$ cat config.mk
export PLATFORM = sky130hd
export DESIGN_NAME = onedconv_xfer_responder_flat
export DESIGN_NICKNAME = d
export VERILOG_FILES = /design/src/rtl/onedconv_xfer_responder_if.sv /design/src/rtl/onedconv_xfer_responder.sv /design/src/flat_wrapper.sv
export SDC_FILE = /design/constraint.sdc
export NUM_CORES = 1
export LEC_CHECK = 0
export ABC_AREA = 1
export BUFFER_PORTS_ARGS = -buffer_cell sky130_fd_sc_hd__buf_2
export CORE_MARGIN = 4
export CORE_UTILIZATION = 45
export DETAILED_ROUTE_END_ITERATION = 12
export PLACE_DENSITY = 0.86
export SLEW_MARGIN = 20
export SYNTH_ARGS = -nofsm -noshare
export SYNTH_HDL_FRONTEND = slang
export SYNTH_SLANG_ARGS = --single-unit
$ cat constraint.sdc
create_clock -name clk -period 5.71 [get_ports clk]
set_input_delay 0.571 -clock clk [delete_from_list [all_inputs] [get_ports clk]]
set_output_delay 0.571 -clock clk [all_outputs]
set_load 0.03 [all_outputs]
$ cat src/rtl/onedconv_xfer_responder_if.sv
// rtl/onedconv_xfer_responder_if.sv - inbound/outbound stream bundle for the transfer responder
// Purpose : groups the inbound (s_*) and outbound (m_*) stream handshakes.
// Ports   : s_tdata/s_tvalid/s_tlast/s_tready  inbound stream (responder is the sink)
//           m_tdata/m_tvalid/m_tlast/m_tready  outbound stream (responder is the source)
// Modports: slave  - responder side
//           master - environment side (drives inbound data and outbound ready)
interface onedconv_xfer_responder_if #(
    parameter int DW = 16
);
    logic [DW-1:0] s_tdata;
    logic          s_tvalid;
    logic          s_tlast;
    logic          s_tready;
    logic [DW-1:0] m_tdata;
    logic          m_tvalid;
    logic          m_tlast;
    logic          m_tready;

    modport slave (
        input  s_tdata, s_tvalid, s_tlast, m_tready,
        output s_tready, m_tdata, m_tvalid, m_tlast
    );

    modport master (
        output s_tdata, s_tvalid, s_tlast, m_tready,
        input  s_tready, m_tdata, m_tvalid, m_tlast
    );
endinterface

$ cat src/rtl/onedconv_xfer_responder.sv
// rtl/onedconv_xfer_responder.sv - stream <-> banked BRAM transfer engine for the 1-D conv core
// Purpose : loads weight/ifmap words from the inbound stream into banked BRAM and
//           unloads ofmap words from banked BRAM onto the outbound stream.
// Ports   : clk, rst_n                     clock, async active-low reset
//           weight/ifmap_read_req          load request pulses
//           ofmap_write_req                unload request pulse
//           xfer_len                       word count sampled at transfer start (0 -> 1)
//           write_done / read_done         completion pulses for loads / unloads
//           strm                           inbound and outbound streams
//           wr_addr/wr_data/wr_en_*        BRAM write port (one-hot bank enables)
//           rd_addr/rd_en/rd_data          ofmap BRAM read port (1-cycle read latency)
//           busy, len_err                  FSM not idle, sticky tlast/count mismatch
module onedconv_xfer_responder #(
    parameter int DW     = 16,
    parameter int BANKS  = 16,
    parameter int ADDR_W = 10
) (
    input  logic                     clk,
    input  logic                     rst_n,
    input  logic                     weight_read_req,
    input  logic                     ifmap_read_req,
    input  logic                     ofmap_write_req,
    input  logic [ADDR_W+3:0]        xfer_len,
    output logic                     write_done,
    output logic                     read_done,
    onedconv_xfer_responder_if.slave strm,
    output logic [ADDR_W-1:0]        wr_addr,
    output logic [DW-1:0]            wr_data,
    output logic [BANKS-1:0]         wr_en_weight,
    output logic [BANKS-1:0]         wr_en_ifmap,
    output logic [ADDR_W-1:0]        rd_addr,
    output logic [BANKS-1:0]         rd_en,
    input  logic [DW-1:0]            rd_data,
    output logic                     busy,
    output logic                     len_err
);
    localparam int CW = ADDR_W + 4;
    localparam int LB = $clog2(BANKS);

    typedef enum logic [2:0] {
        S_IDLE, S_LOAD, S_RD_ISSUE, S_RD_WAIT, S_RD_SEND, S_DONE
    } state_t;

    typedef enum logic [1:0] {T_WEIGHT, T_IFMAP, T_OFMAP} xfer_t;

    state_t        r_state;
    xfer_t         r_type;
    logic [CW-1:0] r_cnt;
    logic [CW-1:0] r_len;
    logic          r_pend_w;
    logic          r_pend_i;
    logic          r_pend_o;
    logic          r_len_err;
    logic          r_write_done;
    logic          r_read_done;
    logic [DW-1:0] r_m_tdata;

    logic              w_idle;
    logic              w_start_w;
    logic              w_start_i;
    logic              w_start_o;
    logic              w_last;
    logic              w_beat;
    logic [CW-1:0]     w_len_in;
    logic [BANKS-1:0]  w_bank_oh;
    logic [ADDR_W-1:0] w_addr;

    assign w_idle    = (r_state == S_IDLE);
    // Fixed priority weight > ifmap > ofmap among pending requests.
    assign w_start_w = w_idle && r_pend_w;
    assign w_start_i = w_idle && !r_pend_w && r_pend_i;
    assign w_start_o = w_idle && !r_pend_w && !r_pend_i && r_pend_o;
    assign w_last    = (r_cnt == r_len - CW'(1));
    assign w_beat    = (r_state == S_LOAD) && strm.s_tvalid;
    assign w_len_in  = (xfer_len == '0) ? CW'(1) : xfer_len;
    // Word index interleaves across banks: low bits pick the bank, the rest the address.
    assign w_bank_oh = BANKS'(1) << r_cnt[LB-1:0];
    assign w_addr    = ADDR_W'(r_cnt >> LB);

    always_ff @(posedge clk or negedge rst_n) begin
        if (!rst_n) begin
            r_state      <= S_IDLE;
            r_type       <= T_WEIGHT;
            r_cnt        <= '0;
            r_len        <= '0;
            r_pend_w     <= 1'b0;
            r_pend_i     <= 1'b0;
            r_pend_o     <= 1'b0;
            r_len_err    <= 1'b0;
            r_write_done <= 1'b0;
            r_read_done  <= 1'b0;
            r_m_tdata    <= '0;
        end else begin
            r_write_done <= 1'b0;
            r_read_done  <= 1'b0;

            // A request for the type currently running (or starting now) is merged away.
            r_pend_w <= (r_pend_w || (weight_read_req &&
                         !(!w_idle && r_type == T_WEIGHT))) && !w_start_w;
            r_pend_i <= (r_pend_i || (ifmap_read_req &&
                         !(!w_idle && r_type == T_IFMAP))) && !w_start_i;
            r_pend_o <= (r_pend_o || (ofmap_write_req &&
                         !(!w_idle && r_type == T_OFMAP))) && !w_start_o;

            case (r_state)
                S_IDLE: begin
                    if (w_start_w || w_start_i) begin
                        r_type  <= w_start_w ? T_WEIGHT : T_IFMAP;
                        r_state <= S_LOAD;
                        r_cnt   <= '0;
                        r_len   <= w_len_in;
                    end else if (w_start_o) begin
                        r_type  <= T_OFMAP;
                        r_state <= S_RD_ISSUE;
                        r_cnt   <= '0;
                        r_len   <= w_len_in;
                    end
                end
                S_LOAD: begin
                    if (strm.s_tvalid) begin
                        // tlast is checked but never ends the transfer; the count does.
                        if (strm.s_tlast != w_last) begin
                            r_len_err <= 1'b1;
                        end
                        if (w_last) begin
                            r_state      <= S_DONE;
                            r_write_done <= 1'b1;
                        end else begin
                            r_cnt <= r_cnt + CW'(1);
                        end
                    end
                end
                S_RD_ISSUE: r_state <= S_RD_WAIT;
                S_RD_WAIT: begin
                    r_m_tdata <= rd_data;
                    r_state   <= S_RD_SEND;
                end
                S_RD_SEND: begin
                    if (strm.m_tready) begin
                        if (w_last) begin
                            r_state     <= S_DONE;
                            r_read_done <= 1'b1;
                        end else begin
                            r_cnt   <= r_cnt + CW'(1);
                            r_state <= S_RD_ISSUE;
                        end
                    end
                end
                S_DONE:  r_state <= S_IDLE;
                default: r_state <= S_IDLE;
            endcase
        end
    end

    assign strm.s_tready = (r_state == S_LOAD);
    assign strm.m_tvalid = (r_state == S_RD_SEND);
    assign strm.m_tlast  = (r_state == S_RD_SEND) && w_last;
    assign strm.m_tdata  = r_m_tdata;

    assign wr_data      = (r_state == S_LOAD) ? strm.s_tdata : '0;
    assign wr_addr      = (r_state == S_LOAD) ? w_addr : '0;
    assign wr_en_weight = (w_beat && r_type == T_WEIGHT) ? w_bank_oh : '0;
    assign wr_en_ifmap  = (w_beat && r_type == T_IFMAP) ? w_bank_oh : '0;
    assign rd_en        = (r_state == S_RD_ISSUE) ? w_bank_oh : '0;
    assign rd_addr      = (r_state == S_RD_ISSUE) ? w_addr : '0;

    assign busy       = !w_idle;
    assign len_err    = r_len_err;
    assign write_done = r_write_done;
    assign read_done  = r_read_done;
endmodule

$ cat src/flat_wrapper.sv
// flat-port wrapper written by rule: the top's interface ports become plain ports
module onedconv_xfer_responder_flat 
#(
    parameter int DW     = 16,
    parameter int BANKS  = 16,
    parameter int ADDR_W = 10
)
  (clk, rst_n, weight_read_req, ifmap_read_req, ofmap_write_req, xfer_len, write_done, read_done, wr_addr, wr_data, wr_en_weight, wr_en_ifmap, rd_addr, rd_en, rd_data, busy, len_err, strm_s_tdata, strm_s_tvalid, strm_s_tlast, strm_m_tready, strm_s_tready, strm_m_tdata, strm_m_tvalid, strm_m_tlast);
  onedconv_xfer_responder_if #(.DW(DW)) strm_i ();
  input  logic clk;
  input  logic rst_n;
  input  logic weight_read_req;
  input  logic ifmap_read_req;
  input  logic ofmap_write_req;
  input  logic [ADDR_W+3:0] xfer_len;
  output logic write_done;
  output logic read_done;
  output logic [ADDR_W-1:0] wr_addr;
  output logic [DW-1:0] wr_data;
  output logic [BANKS-1:0] wr_en_weight;
  output logic [BANKS-1:0] wr_en_ifmap;
  output logic [ADDR_W-1:0] rd_addr;
  output logic [BANKS-1:0] rd_en;
  input  logic [DW-1:0] rd_data;
  output logic busy;
  output logic len_err;
  input wire logic [$bits(strm_i.s_tdata)-1:0] strm_s_tdata;
  input wire logic [$bits(strm_i.s_tvalid)-1:0] strm_s_tvalid;
  input wire logic [$bits(strm_i.s_tlast)-1:0] strm_s_tlast;
  input wire logic [$bits(strm_i.m_tready)-1:0] strm_m_tready;
  output wire logic [$bits(strm_i.s_tready)-1:0] strm_s_tready;
  output wire logic [$bits(strm_i.m_tdata)-1:0] strm_m_tdata;
  output wire logic [$bits(strm_i.m_tvalid)-1:0] strm_m_tvalid;
  output wire logic [$bits(strm_i.m_tlast)-1:0] strm_m_tlast;
  assign strm_i.s_tdata = strm_s_tdata;
  assign strm_i.s_tvalid = strm_s_tvalid;
  assign strm_i.s_tlast = strm_s_tlast;
  assign strm_i.m_tready = strm_m_tready;
  assign strm_s_tready = strm_i.s_tready;
  assign strm_m_tdata = strm_i.m_tdata;
  assign strm_m_tvalid = strm_i.m_tvalid;
  assign strm_m_tlast = strm_i.m_tlast;
  onedconv_xfer_responder #(.DW(DW), .BANKS(BANKS), .ADDR_W(ADDR_W)) u_core (.clk(clk), .rst_n(rst_n), .weight_read_req(weight_read_req), .ifmap_read_req(ifmap_read_req), .ofmap_write_req(ofmap_write_req), .xfer_len(xfer_len), .write_done(write_done), .read_done(read_done), .strm(strm_i), .wr_addr(wr_addr), .wr_data(wr_data), .wr_en_weight(wr_en_weight), .wr_en_ifmap(wr_en_ifmap), .rd_addr(rd_addr), .rd_en(rd_en), .rd_data(rd_data), .busy(busy), .len_err(len_err));
endmodule
==> results.tsv, run 1 <==
metric	value	unit
status	complete, no violations	
Peak VDD IR	0.225	mV
postcts setup bufs	0	
Finished Core Util	0.587	
syn_nets	628	
depth of the most critical reg-to-reg path	9	
critical path arrival	2970	ps
#FFs+latches synth	55	
DIE AREA	10300	um^2
P&R area growth vs syn	24.6	%
number of nets with antenna violations after routing	0	
Setup CP Type	reg2out	
nature of the critical path endpoint	output pin	
P_leak	2.70	nW
Post-Route WL	11.4	mm
post-synthesis cell area	3950	um^2
Ys Warns	0	
Final Hold Vio Count	0	
port bufs	160	
Tcrit/Tclk final	0.620	
Die Y	102	um
number of CTS-inserted buffers	5	
flop2flop setup slack	3130	ps
share of cells above drive strength 1	0.334	
DR pass1 iterations	5	
Mapped Cells	567	
Pwr Density	474	nW/um^2
core area	8380	um^2
Max stage delay on crit path	480	ps
EDFF count, synth	0	
asr flop ratio synth	1.00	
CTS root buf	clkbuf_8	
# IOs	161	
Initial Util	0.471	
worst-path cell chain	inv_2, nand2_1, nor2_1, inv_1, nor2_1, nand3_1, nor2_1, buf_2	
CP max-delay cell	inv_1	
GRT overflow	0	
Placer Congestion	0.935	
CP most frequent cell	nor2_1	
number of global-route vias before repair	4009	
Clock Pin Slew Worst Setup and Hold Paths	110	ps
# clock sinks	55	
Crit path buffers/inverters	3	
commonest non-fill, non-tap cells in the layout	160 x buf_2, 131 x nand2_1, 124 x nor2_1, 64 x inv_1, 55 x dfrtp_1	
Hold Crit Class	in2async	
cts hold-fix bufs	0	
dpl hpwl	9.05	mm
Fin Setup TNS	0	ps
RSZ-0062 raised after global routing	false	
CP delay by family, top	simple AND/OR/NAND/NOR gates	
Slew Limit Fails	0	
CTS tree	done	
post_cts resized	0	
worst r2r src	u_core.r_state[1]	
ant diodes	0	
initial antenna violation count	0	
Rows	33	
Placed Area	4820	um^2
die width	102	um
later-pin clock latency in the skew report	310	ps
Mean Syn Cell Area	6.96	um^2
f_max	282	MHz
commonest non-fill, non-tap cell in the layout	buf_2	
total number of vias	4214	
Final Cell Area	4920	um^2
worst-margin pin slew	965	ps
Startpoint Class	flop	
first-pass GRT wire length	18.1	mm
reg-to-reg critical path endpoint	u_core.r_cnt[7]	
ys flop type	dfrtp_1	
Final Setup Violations	0	
routed vias/inst	5.10	
max-cap violation count	0	
Layout Skew	9.79	ps
CTS Buffer Depth	2	
drt initial violations	178	
post-synth cell types	42	
NumNets Final	782	
largest net degree at the start of global routing	56	
Final min period	3540	ps
worst-path fanout max	31	
wire length per cell	13.8	um
H-tree levels	2	
Post-route DRC	0	
Worst Path Required	5140	ps
sequential fraction of the synthesis area	0.349	
Rel. slew slack	0.356	
GRT Util Overall	0.214	
-- layout make-up --
cell class	instances	area, um^2
fill	794	3460
multi-input combinational	421	2220
sequential	55	1380
timing repair buffer	162	816
inverter	76	285
tap	105	131
clock buffer	5	68.8
clock inverter	3	25.0
-- registers in the layout, summed over array words and instances, names as in the netlist --
name / flops
u_core.write_done: 1
u_core.r_state: 3
u_core.r_pend_w: 1
u_core.r_pend_o: 1
u_core.strm.m_tdata: 16
u_core.r_len: 14
u_core.read_done: 1
u_core.r_pend_i: 1
u_core.r_cnt: 14
u_core.len_err: 1
u_core.r_type: 2
-- cells in the mapped netlist (2+ instances only) --
cell	count	area share
nand2_1	131	0.12
nor2_1	124	0.12
buf_2	3	0.0038
mux2_2	16	0.046
nand2_4	3	0.0086
a21oi_1	4	0.0051
xnor2_1	4	0.0089
nand3_1	34	0.043
o21ai_0	14	0.018
nor2_4	4	0.011
dfrtp_1	55	0.35
xor2_1	12	0.027
nand4_1	5	0.0079
o21bai_1	2	0.0038
nand3_2	3	0.0076
inv_2	11	0.010
nor2_2	7	0.011
nand3b_1	2	0.0038
nand2_2	10	0.016
nor3_1	8	0.010
buf_6	2	0.0057
clkbuf_1	9	0.0086
o21ai_2	9	0.020
nor4_1	3	0.0048
nor3_2	2	0.0051
ha_1	7	0.022
inv_1	64	0.061
o31ai_1	3	0.0057
o21ai_1	3	0.0038
-- how the worst max path moves through the flow --
stage / start / to / slack, ps / depth (start not counted)
6_report: u_core.r_state[1] / wr_en_ifmap[13] / 2170 / 8
5_1_grt: u_core.r_state[2] / wr_en_ifmap[3] / 1850 / 8
4_1_cts: u_core.r_state[2] / wr_en_ifmap[13] / 2230 / 8
3_5_place_dp: u_core.r_state[2] / wr_en_ifmap[13] / 2580 / 8
3_3_place_gp: u_core.r_state[2] / wr_en_ifmap[4] / 2930 / 8
2_1_floorplan: u_core.r_state[2] / wr_en_ifmap[10] / 2910 / 8
-- cells by family after synthesis --
group                    share of synthesized area
adder cells (fa/ha/maj)                     0.0222
buffers and inverters                       0.0913
flip-flops                                   0.349
multiplexers                                0.0456
XOR/XNOR                                    0.0396
AND/OR/NAND/NOR                              0.391
AO/OA/AOI/OAI                               0.0618
-- report_power, final --
part	internal [mW]	leakage, nW	switching, mW
clock network	0.0898	0.0452	0.140
registers	0.534	0.684	0.128
logic	0.427	1.98	1.01
total	1.05	2.70	1.28
-- stage by stage --
stage / setup WS [ps] / total power, mW / cells / hold WS, ps
final: 2170 / 2.33 / 827 / 386
after CTS: 2230 / 2.34 / 827 / 414
after global routing: 1850 / 2.52 / 827 / 457
after detailed placement: 2580 / 2.11 / 819 / 488
after floorplan: 2910 / 1.76 / 567 / 275
after global placement: 2930 / 2.06 / 819 / 484
-- per-layer routing --
metal  vias up  track usage  wire, um
met1      1913        0.257      4560
met5         -            0         0
met4         0       0.0532       131
met2       209        0.401      5740
li1       2075            -         -
met3        17       0.0296       948
No activity file was read; power rests on OpenSTA's default activity.
==> run 2, diff against run 1 <==
Settings changed: CORE_UTILIZATION 45 to 44, PLACE_DENSITY 0.86 to 0.88.
Clock period 5.71 ns to 3 ns, I/O delays scaled along.
==> run 2 against run 1 <==
Net effect: sequential share of layout area is 0.20 points lower; non-clock buffer count rose by 3; clock skew increased by 4.8 ps; routed wire length down 2.5%; largest power group unchanged; critical path depth is the same.
==> results.tsv, run 2 (synthesis gave the netlist of run 1 again) <==
metric	value	unit
DR pass1 iterations	5	
hold_ws	109	ps
Slew Limit Fails	0	
Layout Skew	14.6	ps
GRT overflow	0	
Setup CP Type	reg2out	
Final Hold Vio Count	0	
portion of total power attributed to the clock network	0.109	
Pwr Density	903	nW/um^2
P&R area growth vs syn	25.5	%
cts hold-fix bufs	0	
sw frac	0.534	
DIE AREA	10600	um^2
dpl ws	679	ps
dpl hpwl	8.72	mm
nature of the critical path endpoint	output pin	
Worst Path Required	2700	ps
logic gate share of total power	0.611	
Peak VDD IR	0.653	mV
port bufs	160	
postcts setup bufs	0	
Pint	2.09	mW
Final min period	2730	ps
Final Power	4.48	mW
Post-route DRC	0	
Fin Setup TNS	0	ps
commonest non-fill, non-tap cells in the layout	160 x buf_2, 131 x nand2_1, 124 x nor2_1, 64 x inv_1, 55 x dfrtp_1	
worst-margin pin slew	811	ps
Rows	34	
Placer Congestion	0.936	
largest net degree at the start of global routing	56	
Die Y	103	um
GRT Util Overall	0.210	
Hold Crit Class	in2async	
f_max	366	MHz
Final Setup Violations	0	
die width	103	um
sw power	2.39	mW
Initial Util	0.453	
max FFs per register	16	
number of CTS-inserted buffers	5	
number of global-route vias before repair	3868	
CTS Buffer Depth	2	
first-pass GRT wire length	17.8	mm
ant diodes	0	
Clock Pin Slew Worst Setup and Hold Paths	90	ps
multi-input logic area	2220	um^2
post_cts resized	0	
share of cells above drive strength 1	0.334	
P_leak	2.73	nW
initial antenna violation count	0	
wire length per cell	13.3	um
Sequential Area	1380	um^2
status	complete, no violations	
max-cap violation count	0	
CTS root buf	clkbuf_8	
NumNets Final	785	
Seq pwr share	0.280	
commonest non-fill, non-tap cell in the layout	buf_2	
fillers	841	
total number of vias	4097	
H-tree levels	2	
drt initial violations	263	
Startpoint Class	flop	
setup slack after layout	267	ps
routed vias/inst	4.92	
core area	8720	um^2
Post-Route WL	11.1	mm
# clock sinks	55	
critical path arrival	2430	ps
number of nets with antenna violations after routing	0	
worst-path fanout max	16	
CTS tree	done	
Rel. slew slack	0.458	
# IOs	161	
RSZ-0062 raised after global routing	false	
Tcrit/Tclk final	0.911	
later-pin clock latency in the skew report	320	ps
## run 2: cell types whose count changed in the layout (fill, tap and decap cells not counted)
cell / before / now
buf_4: 2 / 5
inv_6: 2 / 0
bufinv_16: 0 / 1
clkbuf_1: 0 / 1
clkinvlp_4: 1 / 0
## run 2: area by class of cell
class                      instances  share of cell area
multi-input combinational        421               0.447
sequential                        55               0.278
inverter                          76              0.0576
timing repair buffer             165               0.169
tap                              108              0.0273
clock buffer                       6              0.0146
clock inverter                     1             0.00606
## run 2: per-layer routing
metal / routed length [um] / global-route usage / vias up
li1: - / - / 2070
met1: 4610 / 0.269 / 1843
met2: 5310 / 0.358 / 170
met3: 1060 / 0.0548 / 14
met4: 115 / 0.0488 / 0
met5: 0 / 0 / -
## run 2: path summary, 6_finish.rpt
kind / cells after the start / slack (ps) / startpoint / to
min in group clk: 3 / 200 / strm_m_tready / u_core.read_done
max in group asynchronous: 2 / 2430 / rst_n / u_core.r_len[2]
hold reg to reg: 1 / 490 / u_core.len_err / u_core.len_err
setup reg to reg: 16 / 670 / u_core.r_len[0] / u_core.r_cnt[9]
hold / removal: 2 / 110 / rst_n / u_core.strm.m_tdata[8]
setup / recovery: 8 / 270 / u_core.r_state[2] / wr_en_ifmap[11]
## run 2: power by group through the flow
stage | combinational (mW) | clock (mW) | sequential (mW)
floorplan | 1.90 | 0 | 1.44
global placement | 2.69 | 0 | 1.26
detailed placement | 2.73 | 0 | 1.26
CTS | 2.74 | 0.489 | 1.25
global route | 3.05 | 0.522 | 1.29
finish | 2.73 | 0.487 | 1.25
## run 2: worst max-delay path, cell delays in order (launching register included)
cell and delay [ps]:
dfrtp_1 390, inv_1 130, nand2_1 110, nor2_1 210, inv_1 80, nor2_1 250, nand3_1 480, nor2_1 240
buf_2 230
## run 2: metrics by stage
| stage | instance area, um^2 | util | std cells |
|---|---|---|---|
| 2_1_floorplan | 3950 | - | 567 |
| 3_3_place_gp | 4850 | 0.556 | 825 |
| 3_5_place_dp | 4850 | 0.556 | 825 |
| 4_1_cts | 4950 | 0.568 | 832 |
| 5_1_grt | 4950 | 0.568 | 832 |
| 6_report | 4950 | 0.568 | 832 |
==> run 3, diff against run 2 <==
Settings changed: CELL_PAD_IN_SITES_DETAIL_PLACEMENT set to 0, CELL_PAD_IN_SITES_GLOBAL_PLACEMENT set to 1, CORE_UTILIZATION 44 to 30.
==> run 3 against run 2 <==
Net effect: the run now ends with hold timing left; sequential power about the same; non-clock buffer count up 1; critical path depth stayed put; count of clock-buffer cells in the layout down 1; die area up 43%; routed wire length is 4.2% higher; sequential share of layout area fell by 0.81 points; global-route usage shrank 5.6 points; combinational power barely moved; largest power group unchanged; highest routed layer unchanged.
==> results.tsv, run 3 (synthesis gave the netlist of run 1 again) <==
metric	value	unit
Pwr Density	912	nW/um^2
Pint	2.24	mW
largest net degree at the start of global routing	31	
max FFs per register	16	
Max stage delay on crit path	490	ps
die width	123	um
# IOs	161	
CTS root buf	clkbuf_16	
postcts setup bufs	0	
GRT Util Overall	0.155	
Post-Route WL	11.6	mm
depth of the most critical reg-to-reg path	15	
number of global-route vias before repair	3970	
total number of vias	3986	
DR pass1 iterations	4	
Clock Pin Slew Worst Setup and Hold Paths	70	ps
number of nets with antenna violations after routing	0	
Final Hold Vio Count	12	
port bufs	160	
CTS Buffer Depth	2	
Final min period	2650	ps
RSZ-0062 raised after global routing	false	
worst-path fanout max	16	
CP most frequent cell	nor2_1	
P&R area growth vs syn	29.2	%
logic gate share of total power	0.590	
sw frac	0.519	
commonest non-fill, non-tap cells in the layout	160 x buf_2, 131 x nand2_1, 124 x nor2_1, 64 x inv_1, 55 x dfrtp_1	
Tcrit/Tclk final	0.883	
ant diodes	0	
f_max	377	MHz
Final Cell Area	5100	um^2
sw power	2.41	mW
CTS tree	done	
Placer Congestion	0.807	
Rows	41	
Rel. slew slack	0.434	
worst r2r src	u_core.r_len[0]	
Final Power	4.65	mW
first-pass GRT wire length	18.9	mm
Hold Crit Class	in2async	
routed vias/inst	4.44	
wire length per cell	12.9	um
max-cap violation count	0	
later-pin clock latency in the skew report	290	ps
Crit path buffers/inverters	3	
status	finished, violations left	
hold_ws	-8.22	ps
critical path arrival	2350	ps
commonest non-fill, non-tap cell in the layout	buf_2	
Initial Util	0.309	
core area	12800	um^2
worst-path cell chain	inv_1, nand2_1, nor2_1, inv_1, nor2_1, nand3_1, nor2_1, buf_2	
drt initial violations	135	
H-tree levels	2	
portion of total power attributed to the clock network	0.143	
flop2flop setup slack	650	ps
Placed Area	4930	um^2
share of cells above drive strength 1	0.336	
dpl hpwl	9.37	mm
Peak VDD IR	0.371	mV
nature of the critical path endpoint	output pin	
Fin Setup TNS	0	ps
initial antenna violation count	0	
Post-route DRC	0	
Final Setup Violations	0	
cts hold-fix bufs	0	
worst-margin pin slew	846	ps
Die Y	123	um
Worst Path Required	2700	ps
P_leak	2.76	nW
DIE AREA	15100	um^2
Layout Skew	7.74	ps
NumNets Final	786	
Slew Limit Fails	0	
failing checks	hold timing	
Seq pwr share	0.267	
Setup CP Type	reg2out	
Worst setup startpoint	u_core.r_state[2]	
Worst path depth	8	
CP delay by family, top	simple AND/OR/NAND/NOR gates	
# clock sinks	55	
GRT overflow	0	
Startpoint Class	flop	
number of CTS-inserted buffers	5	
post_cts resized	0	
CP max-delay cell	nand3_1	
==> run 3: final timing paths <==
path                                           end
min in group clk                  u_core.read_done
hold reg to reg                     u_core.len_err
setup reg to reg                   u_core.r_cnt[9]
setup / recovery                   wr_en_ifmap[13]
hold / removal             u_core.strm.m_tdata[10]
max in group asynchronous          u_core.r_len[9]
==> run 3: per-stage QoR <==
| stage | cells | hold slack [ps] | util | worst slack (ps) |
|---|---|---|---|---|
| after global routing | 898 | 31.0 | 0.400 | 15.4 |
| after detailed placement | 890 | 333 | 0.386 | 653 |
| after floorplan | 567 | 4.41 | - | 466 |
| after CTS | 898 | 9.74 | 0.400 | 327 |
| after global placement | 890 | 335 | 0.386 | 680 |
| final | 898 | -8.22 | 0.400 | 350 |
==> run 3: power groups by stage <==
stage / Combinational [mW] / Clock [mW] / Sequential [mW]
global route: 3.08 / 0.709 / 1.29
CTS: 2.78 / 0.681 / 1.24
detailed placement: 2.76 / 0 / 1.26
global placement: 2.75 / 0 / 1.25
floorplan: 1.90 / 0 / 1.44
finish: 2.75 / 0.663 / 1.24
==> run 3: cell type report <==
class | instances | area [um^2]
Fill cell | 1345 | 7670
Multi-Input combinational cell | 421 | 2210
Sequential cell | 55 | 1380
Timing Repair Buffer | 166 | 846
Inverter | 76 | 285
Tap cell | 172 | 215
Clock buffer | 5 | 125
Clock inverter | 3 | 43.8
==> run 3: per-layer routing <==
layer	track usage	share of wire	vias to the layer above	wire, um
li1	-	-	2069	-
met1	0.201	0.44	1815	5090
met2	0.276	0.51	93	5860
met3	0.0166	0.042	9	488
met4	0.0336	0.011	0	129
met5	0	0	-	0
